==> config.mk <==
export PLATFORM = sky130hd
export DESIGN_NAME = filter_frame_sequencer
export DESIGN_NICKNAME = d
export VERILOG_FILES = /design/src/rtl/filter_frame_sequencer.sv
export SDC_FILE = /design/constraint.sdc
export NUM_CORES = 1
export LEC_CHECK = 0
export BUFFER_PORTS_ARGS = -buffer_cell sky130_fd_sc_hd__buf_4
export CORE_ASPECT_RATIO = 2
export CORE_UTILIZATION = 45
export DETAILED_ROUTE_END_ITERATION = 8
export PLACE_DENSITY = 0.71
export SYNTH_ARGS = -nofsm -noshare
export SYNTH_HDL_FRONTEND = slang
export SYNTH_SLANG_ARGS = --single-unit
==> constraint.sdc <==
create_clock -name clk -period 2.15 [get_ports clk]
set_input_delay 0.3225 -clock clk [delete_from_list [all_inputs] [get_ports clk]]
set_output_delay 0.3225 -clock clk [all_outputs]
set_load 0.03 [all_outputs]
==> src/rtl/filter_frame_sequencer.sv <==
// Frame-aware pass-through stage between the camera stream and the filter bank.
// Re-aligns on sop, checks frame length, and commits filter mode changes only on sop beats.
module filter_frame_sequencer #(
    parameter int DATA_W       = 12,
    parameter int FRAME_PIXELS = 76800,
    parameter int HOLD_FRAMES  = 2
) (
    input  logic              clk,
    input  logic              reset,
    input  logic [1:0]        freq_flag,
    input  logic [DATA_W-1:0] data_in,
    input  logic              sop_in,
    input  logic              eop_in,
    input  logic              valid_in,
    output logic              ready_out,
    output logic [DATA_W-1:0] data_out,
    output logic              sop_out,
    output logic              eop_out,
    output logic              valid_out,
    input  logic              ready_in,
    output logic [1:0]        filter_sel,
    output logic              frame_active,
    output logic              frame_err
);

    localparam int CNT_W  = $clog2(FRAME_PIXELS + 1);
    localparam int HOLD_W = $clog2(HOLD_FRAMES + 1);

    typedef enum logic {
        WAIT_SOP = 1'b0,
        IN_FRAME = 1'b1
    } state_t;

    // Valid/ready: a beat moves on either side only on a clock edge where
    // valid and ready are both high; the output register holds otherwise.
    state_t              state_q, state_d;
    logic [CNT_W-1:0]    pix_cnt_q, pix_cnt_d;
    logic [1:0]          cand_q, cand_d;
    logic [HOLD_W-1:0]   hold_q, hold_d;
    logic [1:0]          sel_q, sel_d;
    logic [DATA_W-1:0]   data_q, data_d;
    logic                sop_q, sop_d;
    logic                eop_q, eop_d;
    logic                valid_q, valid_d;
    logic                err_q, err_d;
    logic                accept;
    logic                forward;

    assign ready_out = ready_in || !valid_q;
    assign accept    = valid_in && ready_out;
    assign forward   = accept && (sop_in || (state_q == IN_FRAME));

    always_comb begin
        state_d   = state_q;
        pix_cnt_d = pix_cnt_q;
        cand_d    = cand_q;
        hold_d    = hold_q;
        sel_d     = sel_q;
        data_d    = data_q;
        sop_d     = sop_q;
        eop_d     = eop_q;
        valid_d   = valid_q;
        err_d     = 1'b0;

        if (ready_out) begin
            valid_d = forward;
            sop_d   = forward && sop_in;
            eop_d   = forward && eop_in;
        end
        if (forward) begin
            data_d = data_in;
        end

        if (accept) begin
            if (sop_in) begin
                pix_cnt_d = CNT_W'(1);
                state_d   = eop_in ? WAIT_SOP : IN_FRAME;
            end else if (state_q == IN_FRAME) begin
                if (pix_cnt_q != {CNT_W{1'b1}}) begin
                    pix_cnt_d = pix_cnt_q + 1'b1;
                end
                if (eop_in) begin
                    state_d = WAIT_SOP;
                end
            end
            // A sop inside a frame restarts the frame but is still an error.
            err_d = (sop_in && (state_q == IN_FRAME)) ||
                    (forward && eop_in && (pix_cnt_d != CNT_W'(FRAME_PIXELS)));
        end

        // Mode request must repeat on HOLD_FRAMES consecutive sop beats.
        if (accept && sop_in) begin
            if (freq_flag == cand_q) begin
                if (hold_q < HOLD_W'(HOLD_FRAMES)) begin
                    hold_d = hold_q + 1'b1;
                end
            end else begin
                cand_d = freq_flag;
                hold_d = HOLD_W'(1);
            end
            if (hold_d >= HOLD_W'(HOLD_FRAMES)) begin
                sel_d = cand_d;
            end
        end
    end

    always_ff @(posedge clk or negedge reset) begin
        if (!reset) begin
            state_q   <= WAIT_SOP;
            pix_cnt_q <= '0;
            cand_q    <= '0;
            hold_q    <= '0;
            sel_q     <= '0;
            data_q    <= '0;
            sop_q     <= 1'b0;
            eop_q     <= 1'b0;
            valid_q   <= 1'b0;
            err_q     <= 1'b0;
        end else begin
            state_q   <= state_d;
            pix_cnt_q <= pix_cnt_d;
            cand_q    <= cand_d;
            hold_q    <= hold_d;
            sel_q     <= sel_d;
            data_q    <= data_d;
            sop_q     <= sop_d;
            eop_q     <= eop_d;
            valid_q   <= valid_d;
            err_q     <= err_d;
        end
    end

    assign data_out     = data_q;
    assign sop_out      = sop_q;
    assign eop_out      = eop_q;
    assign valid_out    = valid_q;
    assign filter_sel   = sel_q;
    assign frame_active = (state_q == IN_FRAME);
    assign frame_err    = err_q;

endmodule

==> results of run 1 <==
## kinds of logic (layout without fill, tap and decap cells)
group / after synthesis / count (layout)
xor+xnor: 7 / 7
simple gates: 87 / 87
buf+inv: 30 / 92
compound gates: 50 / 50
flops: 40 / 40
fa+ha+maj: 2 / 2
mux: 26 / 26
## timing repair
item	CTS	global route
setup endpoints to repair	0	5
hold endpoints to repair	3	0
hold buffers	1	0
gates resized for setup	0	5
## cell type report
class / count / area (um^2)
clock buffers: 8 / 90.1
fillers: 438 / 1950
inverters: 12 / 45.0
multi-input cells: 172 / 1210
flip-flops and latches: 40 / 1000
well taps: 57 / 71.3
repair buffers: 72 / 543
## per-layer routing
layer  vias up  part of all wire
li1        990                 -
met1      1014              0.34
met2        51              0.60
met3        13             0.034
met4         0             0.026
met5         -                 0
## power by group through the flow
stage / Combinational (mW) / Clock (mW) / Sequential, mW
floorplan: 0.581 / 0 / 1.24
global placement: 1.15 / 0 / 1.09
detailed placement: 1.18 / 0 / 1.10
CTS: 1.18 / 0.538 / 1.09
global route: 1.30 / 0.568 / 1.11
finish: 1.19 / 0.527 / 1.09
## per-stage QoR
stage | utilization | std cells | area [um^2]
2_1_floorplan | - | 242 | 2310
3_3_place_gp | 0.577 | 352 | 2830
3_5_place_dp | 0.577 | 352 | 2830
4_1_cts | 0.597 | 361 | 2930
5_1_grt | 0.603 | 361 | 2960
6_report | 0.603 | 361 | 2960
## worst max-delay path, cell delays in order (launching register included)
cell,delay [ps]
dfrtp_1,390
ha_2,190
nand4_1,150
nor4_2,80
buf_4,150
or4_1,530
a2bb2o_2,250
nor4_2,130
o22ai_1,90
## worst min path at each step
stage / endpoint / slack [ps] / depth (start not counted)
floorplan: cand_q[0] / 30 / 0
detailed placement: data_out[1] / 330 / 1
CTS: frame_active / 200 / 2
global placement: data_out[2] / 320 / 1
finish: frame_active / 210 / 2
global route: frame_active / 220 / 2
## flip-flops by register name (all words and copies together), names as in the netlist
| signal | count |
|---|---|
| pix_cnt_q | 17 |
| data_out | 12 |
| frame_active | 1 |
| eop_out | 1 |
| filter_sel | 2 |
| sop_out | 1 |
| valid_out | 1 |
| frame_err | 1 |
| cand_q | 2 |
| hold_q | 2 |
## layout by cell type, fill, tap and decap left out, drive strengths merged, types with 10 or more instances in the layout
master  count
o21ai      16
mux2       16
inv        12
mux2i      10
buf        71
nand2      23
nand4      10
nor2       22
dfrtp      40
==> flow_summary.ini, run 1 <==
[cells_and_area]
area_delta_synth_final_pct = 28.0
drive_above_1_share = 0.342
fin_nets = 325
antenna_cells = 0

[pwr]
leakage_nw = 1.31
pwr-share-seq = 0.389
power_frac_comb = 0.424
p_sw_frac = 0.389
power_mw = 2.80
power.density_nw_per_um2 = 947
p_switching_mw = 1.09
peakVddDrop_v = 0.000765
p_clk_frac = 0.188
internal-power_mw = 1.71

[sta]
worst_slack_ps = 56.6
setup-violations-final = 0
tns_ps = 0
tightest_slew_ps = 520
slew-limit-headroom = 0.650
hold_viol_final = 0
hold_slack_ps = 208
clock_skew_ps = 8.91
min_period_ps = 2090
rsz0062_at_grt = true
fmax_mhz = 478
fin_crit_sh = 0.974
drv_slew = 0

[grt]
grt_util_all_layers = 0.243
grt_start_max_net_pins = 41
grt_pass1_wl_mm = 9.40
grt_pass1_vias = 2090
grt_overflow = 0
antenna_found_initial = 0
grtUsageMet1 = 0.229
met2_usage = 0.468
grt_busiest_layer = met2
met3_usage = 0.0409

[floorplan]
fp.dieH_um = 103
io_pins = 40
initial_core_util = 0.471
fp.dieW_um = 52.7
core_area_um2 = 4910
rows = 36
die-area_um2 = 5450

[clock_network]
path_clk_slew_ps = 80
clockRootBuffer = clkbuf_8
numCtsBuffers = 5
clock_path_buffers = 2
clk_latency_ps = 310
cts_tree = done
postCtsSetupRepairBufs = 0
cts.sinks = 40
htreeDepth = 2

[critical_path]
required_ps = 2330
crit_fanout = 5
r2r_start = pix_cnt_q[0]
reg2reg_to = frame_err
startpoint = pix_cnt_q[0]
endpoint_kind = register
cp-start-kind = register
worst-r2r-cell-count = 8
worst-setup-path-type = reg2reg
crit_arrival_ps = 2280
r2r_setup_slack_ps = 60
crit_end = frame_err

[placement]
gp_congestion = 0.892
io_buffers = 39
place_ws_ps = 28.3
detailed_place_hpwl_mm = 4.41

[min_path]
hold_class = in2reg
min_from = eop_in

[logic_synthesis]
synth_top_area_frac = 0.433
synth_top_cell_by_area = dfrtp_1
muxShareOfSynthArea = 0.121
synth_nets = 264
yosysMostFrequentCell = dfrtp_1
synth_simple_gate_area_frac = 0.199
yosysWarnings = 0
synth-xor-area-share = 0.0265
synth_top_family_by_area = simple AND/OR/NAND/NOR gates
synthCells = 242
synth.area.top_cells = dfrtp_1, mux2_2, mux2i_1, nand2_1, nor2_1
syn_area_um2 = 2310
synth_fa_ha_area_frac = 0.0108
synth-edff-count = 0
ys_types = 46
ys_seq_area_frac = 0.433
async_flop_share = 1.00
netlist_top_cells_count = dfrtp_1, nand2_1, nor2_1
synth.avg_cell_area_um2 = 9.55
synth_top_flop_cell = dfrtp_1
ys_ff_latch = 40
synth_compound_area_frac = 0.154

[detailed_routing]
drt_first_iter_violations = 49
wire_per_inst_um = 16.1
routed_wl_mm = 5.82
viasPerCell = 5.73
drc_errors = 0
first_pass_iters = 4
ant_nets = 0
vias = 2068

[outcome]
outcome = finished clean

[run]
drv_cap = 0
No activity file was read; power rests on OpenSTA's default activity.
==> run 2: changes to the inputs <==
--- a/config.mk
+++ b/config.mk
@@ -10,6 +10,7 @@
 export CORE_UTILIZATION = 45
 export DETAILED_ROUTE_END_ITERATION = 8
 export PLACE_DENSITY = 0.71
+export RECOVER_POWER = 50
 export SYNTH_ARGS = -nofsm -noshare
 export SYNTH_HDL_FRONTEND = slang
 export SYNTH_SLANG_ARGS = --single-unit
==> run 2 against run 1 <==
Global-route usage is the same; non-clock buffer count is the same; combinational power shrank 4%; power shrank 1.7%; worst hold slack is essentially flat; sequential power is essentially flat; largest power group unchanged; sequential share of layout area grew 0.42 points; fmax is essentially flat; routed wire length shrank 0.36%; via count shrank 0.44%; critical endpoint unchanged.
==> flow_summary.ini, run 2 (synthesized netlist as in run 1, its figures left out) <==
[outcome]
outcome = finished clean

[grt]
grt_pass1_vias = 2090
grt_util_all_layers = 0.243
grt_overflow = 0
grt_pass1_wl_mm = 9.40
antenna_found_initial = 0
grt_start_max_net_pins = 41

[sta]
tightest_slew_ps = 1020
rsz0062_at_grt = true
setup-violations-final = 0
fmax_mhz = 478
worst_slack_ps = 56.6
hold_slack_ps = 208
clock_skew_ps = 8.82
slew-limit-headroom = 0.323
hold_viol_final = 0
min_period_ps = 2090
fin_crit_sh = 0.974
drv_slew = 0

[clock_network]
numCtsBuffers = 5
clock_path_buffers = 2
postCtsSetupRepairBufs = 0
clk_latency_ps = 310
htreeDepth = 2
cts_tree = done
path_clk_slew_ps = 80
clockRootBuffer = clkbuf_8
cts.sinks = 40

[floorplan]
die-area_um2 = 5450
io_pins = 40
core_area_um2 = 4910
fp.dieW_um = 52.7
initial_core_util = 0.471
fp.dieH_um = 103
rows = 36

[detailed_routing]
first_pass_iters = 4
ant_nets = 0
viasPerCell = 5.70
vias = 2059
routed_wl_mm = 5.80
drc_errors = 0
drt_first_iter_violations = 49
wire_per_inst_um = 16.1

[cells_and_area]
drive_above_1_share = 0.313
antenna_cells = 0
largest_reg_flops = 17
final_cell_mix = buf_4, dfrtp_1, nand2_1
fillCellCount = 446
area_delta_synth_final_pct = 26.4
fin_nets = 325
fin_cells = 361
mostFrequentLayoutCell = buf_4
stdcell_area_um2 = 2920
regMostFlops = pix_cnt_q

[placement]
detailed_place_hpwl_mm = 4.41
place_inst = 352
place_area_um2 = 2830
gp_congestion = 0.892
place_ws_ps = 28.3
io_buffers = 39

[pwr]
power_mw = 2.76
peakVddDrop_v = 0.000745
leakage_nw = 1.28
power.density_nw_per_um2 = 943

[critical_path]
crit_arrival_ps = 2280
startpoint = pix_cnt_q[0]
required_ps = 2330
cp-start-kind = register
crit_fanout = 5
r2r_start = pix_cnt_q[0]
worst-setup-path-type = reg2reg
endpoint_kind = register

[run]
drv_cap = 0

[min_path]
min_from = eop_in
hold_class = in2reg
run 2: through the flow:
step / util / setup TNS (ps)
after floorplan: - / 0
after global placement: 0.577 / 0
after detailed placement: 0.577 / 0
after CTS: 0.597 / 0
after global routing: 0.595 / -33.1
final: 0.595 / 0
run 2: what timing repair did:
action / CTS / global route
endpoints found under the hold margin: 3 / 0
hold buffers: 1 / 0
setup endpoints to repair: 0 / 5
gates resized for setup: 0 / 5
run 2: area by class of cell:
cell class / count / area, um^2 / share of cell area
Inverter: 12 / 45.0 / 0.0154
Multi-Input combinational cell: 172 / 1210 / 0.413
Tap cell: 57 / 71.3 / 0.0244
Clock buffer: 8 / 90.1 / 0.0308
Timing Repair Buffer: 72 / 507 / 0.173
Sequential cell: 40 / 1000 / 0.343
run 2: worst paths after layout:
check                                      to  slack, ps  cells past startpoint
worst max-delay path                frame_err         60                      8
worst min-delay path             frame_active        210                      2
worst max register to register      frame_err         60                      8
worst min register to register      hold_q[1]        500                      2
max in group asynchronous       pix_cnt_q[12]        760                      2
min in group asynchronous        pix_cnt_q[8]        710                      2
run 2: critical path, cell delays in order (launching register included):
cell and delay, ps:
dfrtp_1 390, ha_2 190, nand4_1 150, nor4_2 80
buf_4 150, or4_1 530, a2bb2o_2 250, nor4_2 130
o22ai_1 90
run 2: where the power goes:
part / leakage (nW) / total [mW] / switching [mW] / internal [mW]
clock network: 0.0455 / 0.526 / 0.264 / 0.262
registers: 0.491 / 1.09 / 0.145 / 0.942
logic: 0.739 / 1.14 / 0.679 / 0.465
run 2: layer usage:
| metal | part of all wire | vias up | track usage |
|---|---|---|---|
| li1 | - | 989 | - |
| met1 | 0.34 | 1010 | 0.229 |
| met2 | 0.60 | 47 | 0.468 |
| met3 | 0.033 | 13 | 0.0409 |
| met4 | 0.026 | 0 | 0.132 |
| met5 | 0 | - | 0 |
==> run 3: changes to the inputs <==
--- a/config.mk
+++ b/config.mk
@@ -5,12 +5,14 @@
 export SDC_FILE = /design/constraint.sdc
 export NUM_CORES = 1
 export LEC_CHECK = 0
+export ABC_AREA = 1
 export BUFFER_PORTS_ARGS = -buffer_cell sky130_fd_sc_hd__buf_4
 export CORE_ASPECT_RATIO = 2
 export CORE_UTILIZATION = 45
 export DETAILED_ROUTE_END_ITERATION = 8
 export PLACE_DENSITY = 0.71
 export RECOVER_POWER = 50
+export SLEW_MARGIN = 20
 export SYNTH_ARGS = -nofsm -noshare
 export SYNTH_HDL_FRONTEND = slang
 export SYNTH_SLANG_ARGS = --single-unit
==> run 3 against run 2 <==
Global-route usage grew 1.1 points; via count is 7.2% higher; fmax is 8.9% higher; critical path depth grew 5; sequential power shrank 6%; flip-flop and latch count is the same; register-to-register slack improved by 170 ps; worst hold slack worse by 29 ps; power down 14%; core utilization down 2.7 points; first-iteration DRC count grew 2.0%; critical path type unchanged; largest cell class unchanged; highest routed layer unchanged.
==> flow_summary.ini, run 3 <==
[logic_synthesis]
async_flop_share = 1.00
synth_top_area_frac = 0.425
synth_nets = 326
yosysWarnings = 0
synth.avg_cell_area_um2 = 7.74
synth-edff-count = 0
ys_types = 31
synth.area.top_cells = dfrtp_1, nand2_1, nand3_1, mux2_2, inv_1
netlist_top_cells_count = nand2_1, dfrtp_1, inv_1
ys_seq_area_frac = 0.425
synth_top_flop_cell = dfrtp_1
synthCells = 304
yosysMostFrequentCell = nand2_1
synth_top_cell_by_area = dfrtp_1
ys_ff_latch = 40
syn_area_um2 = 2350

[floorplan]
io_pins = 40
fp.dieH_um = 104
fp.dieW_um = 53.1
core_area_um2 = 4950
initial_core_util = 0.475
die-area_um2 = 5540
rows = 36

[critical_path]
worst-r2r-cell-count = 13
worst-setup-path-type = reg2reg
crit_fanout = 8
endpoint_kind = register
reg2reg_to = frame_err
cp-start-kind = register
path_cells = nand2_2 -> nor2_4 -> nand3_2 -> nor3_2 -> nand2_1 -> nand2_1 -> nand3_2 -> nor2_1 -> nand2_1 -> nor2_1 -> nand2_1 -> nand2_1 -> nand2_1
r2r_start = pix_cnt_q[2]
r2r_setup_slack_ps = 230
required_ps = 2340
critPathSlowestCell = dfrtp_1
cp_slowest_stage_delay_ps = 490
crit_arrival_ps = 2110
cpMostUsedCell = nand2_1

[clock_network]
cts_tree = done
clk_latency_ps = 300
cts.sinks = 40
path_clk_slew_ps = 80
numCtsBuffers = 5
clock_path_buffers = 2
clockRootBuffer = clkbuf_8
htreeDepth = 2

[cells_and_area]
fillCellCount = 507
final_util = 0.568
mostFrequentLayoutCell = nand2_1
regMostFlops = pix_cnt_q
fin_nets = 372
area_delta_synth_final_pct = 19.6
fin_cells = 408
final_cell_mix = nand2_1, buf_4, dfrtp_1
stdcell_area_um2 = 2820
drive_above_1_share = 0.248
largest_reg_flops = 17
antenna_cells = 0

[detailed_routing]
ant_nets = 0
first_pass_iters = 4
viasPerCell = 5.41
wire_per_inst_um = 15.2
routed_wl_mm = 6.19
drc_errors = 0
drt_first_iter_violations = 50
vias = 2208

[sta]
worst_slack_ps = 227
fin_crit_sh = 0.894
rsz0062_at_grt = false
min_period_ps = 1920
clock_skew_ps = 8.77
fmax_mhz = 520
tightest_slew_ps = 1010
drv_slew = 0
hold_viol_final = 0
tns_ps = 0
slew-limit-headroom = 0.326
setup-violations-final = 0
hold_slack_ps = 178

[grt]
grt_overflow = 0
antenna_found_initial = 0
grt_start_max_net_pins = 41
grt_util_all_layers = 0.254
grt_pass1_vias = 2306
grt_pass1_wl_mm = 10.3

[pwr]
peakVddDrop_v = 0.000616
power_mw = 2.37
power.density_nw_per_um2 = 841
leakage_nw = 1.36

[outcome]
outcome = finished clean

[placement]
io_buffers = 39
place_area_um2 = 2730
place_ws_ps = 109
place_inst = 398
gp_congestion = 0.980
detailed_place_hpwl_mm = 4.67

[min_path]
hold_class = in2async

[run]
drv_cap = 0
-- run 3: changes by cell type after synthesis, sizes merged, moves of 5 or more --
cell | before | now
a21oi | 9 | 3
clkbuf | 10 | 5
inv | 12 | 37
mux2i | 10 | 0
nand2 | 23 | 92
nand3 | 3 | 37
nor2 | 22 | 29
nor3 | 9 | 2
nor4 | 5 | 0
o21ai | 16 | 23
o22ai | 5 | 0
-- run 3: how the worst max path moves through the flow --
stage,cells past startpoint,slack (ps),from,endpoint
CTS,12,80,pix_cnt_q[1],frame_err
finish,13,230,pix_cnt_q[2],frame_err
global route,13,6,pix_cnt_q[2],frame_err
detailed placement,12,110,pix_cnt_q[1],frame_err
floorplan,6,130,valid_out,data_out[0]
global placement,12,170,pix_cnt_q[1],frame_err
-- run 3: cells by family after synthesis --
kind of cell	after synthesis	share of synthesized area
DFF	40	0.425
and+or+nand+nor	168	0.338
buffers and inverters	47	0.0797
muxes	12	0.0574
xor gates and xnor gates	5	0.0186
adders and majority gates	2	0.0106
AOI/OAI and AO/OA	30	0.0707
-- run 3: worst max-delay path: cells and delay by family, from the launching register on --
| family | cells | cell delay, ps |
|---|---|---|
| flip-flops | 1 | 490 |
| AND/OR/NAND/NOR | 13 | 1320 |
-- run 3: what timing repair did --
action                                  4_1_cts  5_1_grt
endpoints found under the hold margin         0        0
gates resized for setup                       0        7
buffers inserted                              0        1
hold buffers                                  0        0
endpoints found under the setup margin        0        1
-- run 3: area by class of cell --
class | count | area (um^2) | share of cell area
clock buffer | 6 | 72.6 | 0.0258
clock inverter | 2 | 16.3 | 0.00578
inverter | 38 | 143 | 0.0507
tap | 57 | 71.3 | 0.0253
multi-input combinational | 218 | 1190 | 0.423
sequential | 40 | 1010 | 0.357
timing repair buffer | 47 | 317 | 0.112
-- run 3: routing by layer --
| layer | vias to the layer above | global-route usage | wire length (um) |
|---|---|---|---|
| met5 | - | 0 | 0 |
| met4 | 0 | 0.205 | 314 |
| met3 | 23 | 0.0336 | 212 |
| met2 | 74 | 0.432 | 3510 |
| met1 | 1042 | 0.257 | 2160 |
| li1 | 1069 | - | - |
-- run 3: report_power, final --
part / internal, mW / switching (mW) / total (mW)
sequential: 0.900 / 0.132 / 1.03
clock: 0.231 / 0.273 / 0.504
combinational: 0.311 / 0.521 / 0.832
